--- config.mk ---
export PLATFORM = sky130hd
export DESIGN_NAME = sa_write_arbiter
export DESIGN_NICKNAME = d
export VERILOG_FILES = /design/src/rtl/sa_write_arbiter_pkg.sv /design/src/rtl/sa_id_fifo.sv /design/src/rtl/sa_write_arbiter.sv
export SDC_FILE = /design/constraint.sdc
export NUM_CORES = 1
export LEC_CHECK = 0
export CELL_PAD_IN_SITES_DETAIL_PLACEMENT = 0
export CELL_PAD_IN_SITES_GLOBAL_PLACEMENT = 1
export CORE_MARGIN = 8
export CORE_UTILIZATION = 26
export DETAILED_ROUTE_END_ITERATION = 8
export GPL_ROUTABILITY_DRIVEN = 0
export PLACE_DENSITY_LB_ADDON = 0.1
export SLEW_MARGIN = 40
export SYNTH_ARGS = -nofsm -noshare
export SYNTH_HDL_FRONTEND = slang
export SYNTH_HIERARCHICAL = 1
export SYNTH_SLANG_ARGS = --single-unit
--- constraint.sdc ---
create_clock -name ACLK_i -period 8.02 [get_ports ACLK_i]
set_input_delay 1.604 -clock ACLK_i [delete_from_list [all_inputs] [get_ports ACLK_i]]
set_output_delay 1.604 -clock ACLK_i [all_outputs]
set_load 0.03 [all_outputs]
--- src/rtl/sa_write_arbiter_pkg.sv ---
// Shared types and sizing helpers for the slave-side write arbiter.
// The AW grant FSM states live here, together with the width helpers that
// size the routing-queue occupancy counters and the master index.
package sa_write_arbiter_pkg;

  typedef enum logic {
    AW_IDLE  = 1'b0,  // looking for an eligible AW request
    AW_GRANT = 1'b1   // presenting the granted AW to the slave
  } aw_state_e;

  // Occupancy counters carry one extra bit so "full" (count == depth) is
  // distinguishable from "empty" without comparing pointers.
  function automatic int queue_cnt_w(input int depth);
    return $clog2(depth) + 1;
  endfunction

  // Index width that never collapses to zero bits for a single entry.
  function automatic int idx_w(input int n);
    return (n > 1) ? $clog2(n) : 1;
  endfunction

endpackage

--- src/rtl/sa_id_fifo.sv ---
// Synchronous FIFO of master indices. The arbiter uses two of these: one
// orders W bursts, the other orders B responses, both in AW-grant order.
//
// Ports:
//   clk_i, rst_ni          clock, asynchronous active-low reset
//   push_i, push_data_i    write one entry (ignored when full)
//   pop_i                  drop the head entry (ignored when empty)
//   head_o                 current head entry, valid while !empty_o
//   full_o, empty_o        occupancy flags
module sa_id_fifo
  import sa_write_arbiter_pkg::*;
#(
  parameter int WIDTH = 1,
  parameter int DEPTH = 8
) (
  input  logic             clk_i,
  input  logic             rst_ni,
  input  logic             push_i,
  input  logic [WIDTH-1:0] push_data_i,
  input  logic             pop_i,
  output logic [WIDTH-1:0] head_o,
  output logic             full_o,
  output logic             empty_o
);

  localparam int CNT_W = queue_cnt_w(DEPTH);
  localparam int PTR_W = idx_w(DEPTH);

  logic [WIDTH-1:0] mem_q [DEPTH];
  logic [PTR_W-1:0] wr_ptr_q, rd_ptr_q;
  logic [CNT_W-1:0] cnt_q;
  logic             do_push, do_pop;

  assign full_o  = (cnt_q == CNT_W'(DEPTH));
  assign empty_o = (cnt_q == '0);
  assign do_push = push_i & ~full_o;
  assign do_pop  = pop_i & ~empty_o;
  assign head_o  = mem_q[rd_ptr_q];

  // Pointers wrap modulo DEPTH, so non-power-of-two depths work as well.
  function automatic logic [PTR_W-1:0] next_ptr(input logic [PTR_W-1:0] ptr);
    return (ptr == PTR_W'(DEPTH - 1)) ? '0 : ptr + 1'b1;
  endfunction

  // NOTE: sequential state is updated with non-blocking assignments so every
  // register samples the pre-edge values of the others.
  always_ff @(posedge clk_i or negedge rst_ni) begin
    if (!rst_ni) begin
      wr_ptr_q <= '0;
      rd_ptr_q <= '0;
      cnt_q    <= '0;
    end else begin
      if (do_push) wr_ptr_q <= next_ptr(wr_ptr_q);
      if (do_pop)  rd_ptr_q <= next_ptr(rd_ptr_q);
      // A simultaneous push and pop leaves the occupancy unchanged.
      case ({do_push, do_pop})
        2'b10:   cnt_q <= cnt_q + 1'b1;
        2'b01:   cnt_q <= cnt_q - 1'b1;
        default: cnt_q <= cnt_q;
      endcase
    end
  end

  // NOTE: the storage array has no reset; an empty FIFO never exposes its
  // contents, so clearing it would only cost reset fan-out.
  always_ff @(posedge clk_i) begin
    if (do_push) mem_q[wr_ptr_q] <= push_data_i;
  end

endmodule

--- src/rtl/sa_write_arbiter.sv ---
// Slave-side write-channel arbiter. Collects AW/W requests from MST_AMT
// dispatchers bound for one slave, grants one AW at a time round-robin,
// steers W bursts to the slave in AW-grant order and routes each B response
// back to the master whose AW it answers.
//
// Ports:
//   ACLK_i, ARESETn_i            clock, asynchronous active-low reset
//   dsp_AW*_i, dsp_AWVALID_i     packed per-master AW requests
//   dsp_AW_outst_full_i          per-master mask: dispatcher cannot take more
//   dsp_AWREADY_o                per-master AW accept
//   dsp_W*_i, dsp_WREADY_o       packed per-master W channel
//   dsp_BID_o, dsp_BRESP_o       B payload broadcast to all masters
//   dsp_BVALID_o, dsp_BREADY_i   per-master B handshake
//   s_AW*, s_W*, s_B*            single slave port
module sa_write_arbiter
  import sa_write_arbiter_pkg::*;
#(
  parameter int MST_AMT           = 2,
  parameter int OUTSTANDING_AMT   = 8,
  parameter int DATA_WIDTH        = 32,
  parameter int ADDR_WIDTH        = 32,
  parameter int TRANS_MST_ID_W    = 5,
  parameter int TRANS_BURST_W     = 2,
  parameter int TRANS_DATA_LEN_W  = 3,
  parameter int TRANS_DATA_SIZE_W = 3,
  parameter int TRANS_WR_RESP_W   = 2,
  parameter int MST_ID_W          = $clog2(MST_AMT)
) (
  input  logic                                   ACLK_i,
  input  logic                                   ARESETn_i,
  // AW from dispatchers
  input  logic [MST_AMT*TRANS_MST_ID_W-1:0]      dsp_AWID_i,
  input  logic [MST_AMT*ADDR_WIDTH-1:0]          dsp_AWADDR_i,
  input  logic [MST_AMT*TRANS_BURST_W-1:0]       dsp_AWBURST_i,
  input  logic [MST_AMT*TRANS_DATA_LEN_W-1:0]    dsp_AWLEN_i,
  input  logic [MST_AMT*TRANS_DATA_SIZE_W-1:0]   dsp_AWSIZE_i,
  input  logic [MST_AMT-1:0]                     dsp_AWVALID_i,
  input  logic [MST_AMT-1:0]                     dsp_AW_outst_full_i,
  output logic [MST_AMT-1:0]                     dsp_AWREADY_o,
  // W from dispatchers
  input  logic [MST_AMT*DATA_WIDTH-1:0]          dsp_WDATA_i,
  input  logic [MST_AMT-1:0]                     dsp_WLAST_i,
  input  logic [MST_AMT-1:0]                     dsp_WVALID_i,
  output logic [MST_AMT-1:0]                     dsp_WREADY_o,
  // B to dispatchers
  output logic [TRANS_MST_ID_W-1:0]              dsp_BID_o,
  output logic [TRANS_WR_RESP_W-1:0]             dsp_BRESP_o,
  output logic [MST_AMT-1:0]                     dsp_BVALID_o,
  input  logic [MST_AMT-1:0]                     dsp_BREADY_i,
  // AW to slave
  output logic [TRANS_MST_ID_W-1:0]              s_AWID_o,
  output logic [ADDR_WIDTH-1:0]                  s_AWADDR_o,
  output logic [TRANS_BURST_W-1:0]               s_AWBURST_o,
  output logic [TRANS_DATA_LEN_W-1:0]            s_AWLEN_o,
  output logic [TRANS_DATA_SIZE_W-1:0]           s_AWSIZE_o,
  output logic                                   s_AWVALID_o,
  input  logic                                   s_AWREADY_i,
  // W to slave
  output logic [DATA_WIDTH-1:0]                  s_WDATA_o,
  output logic                                   s_WLAST_o,
  output logic                                   s_WVALID_o,
  input  logic                                   s_WREADY_i,
  // B from slave
  input  logic [TRANS_MST_ID_W-1:0]              s_BID_i,
  input  logic [TRANS_WR_RESP_W-1:0]             s_BRESP_i,
  input  logic                                   s_BVALID_i,
  output logic                                   s_BREADY_o
);

  localparam int IDX_W = (MST_ID_W > 0) ? MST_ID_W : 1;

  // Per-master views of the packed request buses.
  logic [TRANS_MST_ID_W-1:0]    aw_id    [MST_AMT];
  logic [ADDR_WIDTH-1:0]        aw_addr  [MST_AMT];
  logic [TRANS_BURST_W-1:0]     aw_burst [MST_AMT];
  logic [TRANS_DATA_LEN_W-1:0]  aw_len   [MST_AMT];
  logic [TRANS_DATA_SIZE_W-1:0] aw_size  [MST_AMT];
  logic [DATA_WIDTH-1:0]        w_data   [MST_AMT];

  for (genvar g = 0; g < MST_AMT; g++) begin : g_unpack
    assign aw_id[g]    = dsp_AWID_i[g*TRANS_MST_ID_W +: TRANS_MST_ID_W];
    assign aw_addr[g]  = dsp_AWADDR_i[g*ADDR_WIDTH +: ADDR_WIDTH];
    assign aw_burst[g] = dsp_AWBURST_i[g*TRANS_BURST_W +: TRANS_BURST_W];
    assign aw_len[g]   = dsp_AWLEN_i[g*TRANS_DATA_LEN_W +: TRANS_DATA_LEN_W];
    assign aw_size[g]  = dsp_AWSIZE_i[g*TRANS_DATA_SIZE_W +: TRANS_DATA_SIZE_W];
    assign w_data[g]   = dsp_WDATA_i[g*DATA_WIDTH +: DATA_WIDTH];
  end

  aw_state_e        state_q, state_d;
  logic [IDX_W-1:0] grant_q, grant_d;
  logic [IDX_W-1:0] rr_ptr_q, rr_ptr_d;
  logic [IDX_W-1:0] pick_idx, cand;
  logic [IDX_W:0]   cand_sum;
  logic             pick_vld;
  logic [MST_AMT-1:0] eligible;

  logic             q_push;
  logic [IDX_W-1:0] wq_head, bq_head;
  logic             wq_full, wq_empty, wq_pop;
  logic             bq_full, bq_empty, bq_pop;

  // A dispatcher whose outstanding tracker is full must not be granted.
  assign eligible = dsp_AWVALID_i & ~dsp_AW_outst_full_i;

  // Round-robin pick: first eligible index at or after rr_ptr, wrapping.
  // NOTE: every variable driven here gets a default before any branch, so no
  // path leaves it unassigned and no latch is inferred.
  always_comb begin
    pick_idx = '0;
    pick_vld = 1'b0;
    cand     = '0;
    cand_sum = '0;
    for (int i = 0; i < MST_AMT; i++) begin
      cand_sum = {1'b0, rr_ptr_q} + (IDX_W + 1)'(i);
      if (cand_sum >= (IDX_W + 1)'(MST_AMT)) cand_sum = cand_sum - (IDX_W + 1)'(MST_AMT);
      cand = cand_sum[IDX_W-1:0];
      if (!pick_vld && eligible[cand]) begin
        pick_vld = 1'b1;
        pick_idx = cand;
      end
    end
  end

  // AW grant FSM: next state.
  always_comb begin
    state_d  = state_q;
    grant_d  = grant_q;
    rr_ptr_d = rr_ptr_q;
    q_push   = 1'b0;
    case (state_q)
      AW_IDLE: begin
        // Both routing queues must have room before an AW may leave.
        if (pick_vld && !wq_full && !bq_full) begin
          grant_d = pick_idx;
          state_d = AW_GRANT;
        end
      end
      AW_GRANT: begin
        if (s_AWREADY_i) begin
          q_push   = 1'b1;
          rr_ptr_d = (grant_q == IDX_W'(MST_AMT - 1)) ? '0 : grant_q + 1'b1;
          state_d  = AW_IDLE;
        end
      end
      default: state_d = AW_IDLE;
    endcase
  end

  always_ff @(posedge ACLK_i or negedge ARESETn_i) begin
    if (!ARESETn_i) begin
      state_q  <= AW_IDLE;
      grant_q  <= '0;
      rr_ptr_q <= '0;
    end else begin
      state_q  <= state_d;
      grant_q  <= grant_d;
      rr_ptr_q <= rr_ptr_d;
    end
  end

  // AW channel: payload comes straight from the granted master, which holds
  // it stable until the handshake.
  assign s_AWVALID_o = (state_q == AW_GRANT);
  assign s_AWID_o    = aw_id[grant_q];
  assign s_AWADDR_o  = aw_addr[grant_q];
  assign s_AWBURST_o = aw_burst[grant_q];
  assign s_AWLEN_o   = aw_len[grant_q];
  assign s_AWSIZE_o  = aw_size[grant_q];

  always_comb begin
    dsp_AWREADY_o = '0;
    if (state_q == AW_GRANT) dsp_AWREADY_o[grant_q] = s_AWREADY_i;
  end

  // W channel: the head of the W queue owns the slave's W port until its
  // WLAST handshake; beats are not counted.
  assign s_WVALID_o = ~wq_empty & dsp_WVALID_i[wq_head];
  assign s_WDATA_o  = w_data[wq_head];
  assign s_WLAST_o  = dsp_WLAST_i[wq_head];
  assign wq_pop     = s_WVALID_o & s_WREADY_i & s_WLAST_o;

  always_comb begin
    dsp_WREADY_o = '0;
    if (!wq_empty) dsp_WREADY_o[wq_head] = s_WREADY_i;
  end

  // B channel: the slave answers in AW-acceptance order, so the head of the
  // B queue names the owner. A response with no queued owner is held off.
  assign dsp_BID_o   = s_BID_i;
  assign dsp_BRESP_o = s_BRESP_i;
  assign s_BREADY_o  = dsp_BREADY_i[bq_head] & ~bq_empty;
  assign bq_pop      = s_BVALID_i & s_BREADY_o;

  always_comb begin
    dsp_BVALID_o = '0;
    if (!bq_empty) dsp_BVALID_o[bq_head] = s_BVALID_i;
  end

  sa_id_fifo #(
    .WIDTH (IDX_W),
    .DEPTH (OUTSTANDING_AMT)
  ) u_wq (
    .clk_i       (ACLK_i),
    .rst_ni      (ARESETn_i),
    .push_i      (q_push),
    .push_data_i (grant_q),
    .pop_i       (wq_pop),
    .head_o      (wq_head),
    .full_o      (wq_full),
    .empty_o     (wq_empty)
  );

  sa_id_fifo #(
    .WIDTH (IDX_W),
    .DEPTH (OUTSTANDING_AMT)
  ) u_bq (
    .clk_i       (ACLK_i),
    .rst_ni      (ARESETn_i),
    .push_i      (q_push),
    .push_data_i (grant_q),
    .pop_i       (bq_pop),
    .head_o      (bq_head),
    .full_o      (bq_full),
    .empty_o     (bq_empty)
  );

endmodule
==> impl_metrics.env <==
export IMPL_status="completed"
export IMPL_area_delta_synth_final_pct=81.3
export IMPL_fmax_mhz=215
export IMPL_grt_max_degree=47
export IMPL_drc=0
export IMPL_firstDrtPassIters=4
export IMPL_cts_inserted_buffers=5
export IMPL_hold_ws_ns=0.496
export IMPL_cellLeakagePower_nw=2.42
export IMPL_arrival_ns=3.05
export IMPL_num_io_pins=270
export IMPL_drv_cap=0
export IMPL_core_um2=12700
export IMPL_drtAntennaViolNets=0
export IMPL_ctsResizeCount=0
export IMPL_end_kind="output pin"
export IMPL_layout_nets=719
export IMPL_post_cts_buffers=0
export IMPL_yosysTopAreaCell="mux2_2"
export IMPL_antenna_found_initial=0
export IMPL_yosysMostFrequentCell="mux2_2"
export IMPL_synth_top_cells_by_count="66 x mux2_2, 24 x mux2_4, 23 x dfrtp_1"
export IMPL_setup_viol=0
export IMPL_grt_overflow=0
export IMPL_worstMarginPinSlew_ns=0.658
export IMPL_ys_ff_latch=39
export IMPL_critPathKind="primary input to output pin"
export IMPL_initial_utilization_pct=26.8
export IMPL_required_ns=6.42
export IMPL_die_w_um=130
export IMPL_max_slew_margin_rel_pct=56.1
export IMPL_synth_cells=283
export IMPL_cp_max_fo=3
export IMPL_cts_htree_levels=2
export IMPL_routed_wl_um=12500
export IMPL_min_period_ns=4.65
export IMPL_drv_slew=0
export IMPL_async_flop_share_pct=59.0
export IMPL_die_area_um2=17000
export IMPL_clk_latency_ns=0.28
export IMPL_hp_class="flip-flop to flip-flop"
export IMPL_synth_area_um2=3400
export IMPL_synth_top_area_share_pct=21.9
export IMPL_dr_total_vias=3174
export IMPL_synth_edf_count=16
export IMPL_cts_tree="yes"
export IMPL_cts_root_buf="clkbuf_16"
export IMPL_grt_pass1_vias=3379
export IMPL_reg2reg_slack_ns=4.15
export IMPL_rows=41
export IMPL_rsz0062_at_grt="false"
export IMPL_drive_gt1_share_pct=21.6
export IMPL_hpwl_um=10600
export IMPL_cp_start_kind="primary input"
export IMPL_synth_area_leaders="mux2_2 22%, dfrtp_1 17%, edfxtp_1 14%"
export IMPL_vdd_ir_drop_max_mv=0.153
export IMPL_drtIter0Drc=65
export IMPL_clkTransAtPathRegs_ns=0.06
export IMPL_finalHoldViolCount=0
export IMPL_ys_warn_count=6
export IMPL_power_mw=2.04
export IMPL_wl_per_cell_um=17.8
export IMPL_synth_nets=475
export IMPL_grt_first_pass_wirelength_um=18200
export IMPL_clock_sinks=39
export IMPL_synthFlopType="dfrtp_1"
export IMPL_cts_hold_buf=0
export IMPL_tns_ns=0
export IMPL_fp_dieH_um=130
export IMPL_viasPerCell=4.53
export IMPL_port_buffers=255
export IMPL_synth_cell_types=38
export IMPL_fin_crit_sh_pct=58.0
export IMPL_power_density_nw_per_um2=331
export IMPL_syn_avg_cell_area_um2=12.0
export IMPL_ys_seq_area_share_pct=31.1
export IMPL_grt_usage_pct=13.8
export IMPL_clock_path_buffers=2
export IMPL_n_antenna_cell=0
export IMPL_finalClockSkew_ns=0.00395
path summary, 6_finish.rpt:
| path | startpoint | endpoint | cells past startpoint |
|---|---|---|---|
| max in group asynchronous | ARESETn_i | grant_q$_DFFE_PN0P_ | 2 |
| max reg2reg | u_wq/rd_ptr_q[0]$_DFFE_PN0P_ | u_wq/cnt_q[3]$_DFFE_PN0P_ | 11 |
| min in group asynchronous | ARESETn_i | u_bq/wr_ptr_q[0]$_DFFE_PN0P_ | 2 |
| max | s_AWREADY_i | dsp_AWREADY_o[0] | 4 |
| min | rr_ptr_q$_DFFE_PN0P_ | rr_ptr_q$_DFFE_PN0P_ | 1 |
| min reg2reg | rr_ptr_q$_DFFE_PN0P_ | rr_ptr_q$_DFFE_PN0P_ | 1 |
cell usage in the layout (no fill, tap or decap), types with 6 or more instances in the layout:
cell / synthesis / layout
clkdlybuf4s50_1: 0 / 255
dfrtp_1: 23 / 22
edfxtp_1: 16 / 16
ha_1: 14 / 14
inv_1: 14 / 14
mux2_2: 66 / 65
mux2_4: 24 / 25
nand2_1: 7 / 7
nand2b_1: 7 / 7
nand3_1: 6 / 6
nor2_1: 11 / 11
nor3_1: 10 / 10
nor3b_1: 8 / 8
critical path: stages:
cell and delay, ns:
clkdlybuf4s50_1 0.50, nand2_1 0.10, nor2_1 0.14, clkdlybuf4s50_1 0.70
power by group:
group	total [mW]	switching [mW]	internal, mW
Sequential	0.400	0.112	0.288
Clock	0.197	0.0811	0.116
Combinational	1.44	0.721	0.723
Total	2.04	0.914	1.13
through the flow:
| step | cells | instance area (um2) | worst slack [ns] | utilization (%) |
|---|---|---|---|---|
| 6_report | 700 | 6160 | 3.37 | 48.6 |
| 5_1_grt | 700 | 6160 | 3.26 | 48.6 |
| 4_1_cts | 700 | 6160 | 3.34 | 48.6 |
| 3_5_place_dp | 692 | 6010 | 3.35 | 47.4 |
| 3_3_place_gp | 692 | 6010 | 3.36 | 47.4 |
| 2_1_floorplan | 283 | 3400 | 3.95 | - |
logic make-up after synthesis:
family | count (synthesis) | share of synthesized area, %
AOI/OAI and AO/OA | 23 | 5.71
muxes | 98 | 36.3
adders and majority gates | 16 | 6.34
buffers and inverters | 34 | 6.67
xor gates and xnor gates | 4 | 1.03
DFF | 39 | 31.1
and+or+nand+nor | 69 | 12.9
area by class of cell:
type	count	area (um2)
fillers	1168	6510
repair buffers	257	2570
multi-input cells	210	2120
flip-flops and latches	39	1060
well taps	172	215
clock buffers	5	125
inverters	14	52.6
clock inverters	3	23.8
per-layer routing:
metal / routed length [um] / vias up / global-route usage, % / part of all wire, %
li1: - / 1539 / - / -
met1: 4410 / 1459 / 14.5 / 35
met2: 6350 / 166 / 24.8 / 51
met3: 1550 / 10 / 5.67 / 12
met4: 147 / 0 / 3.35 / 1.2
met5: 0 / - / 0 / 0
sequential cells by signal (all words and copies together), names as in the netlist, 3 cells and up:
register	flops
u_bq/cnt_q	4
u_bq/mem_q	8
u_bq/rd_ptr_q	3
u_bq/wr_ptr_q	3
u_wq/cnt_q	4
u_wq/mem_q	8
u_wq/rd_ptr_q	3
u_wq/wr_ptr_q	3
(Power assumes the default switching activity.)
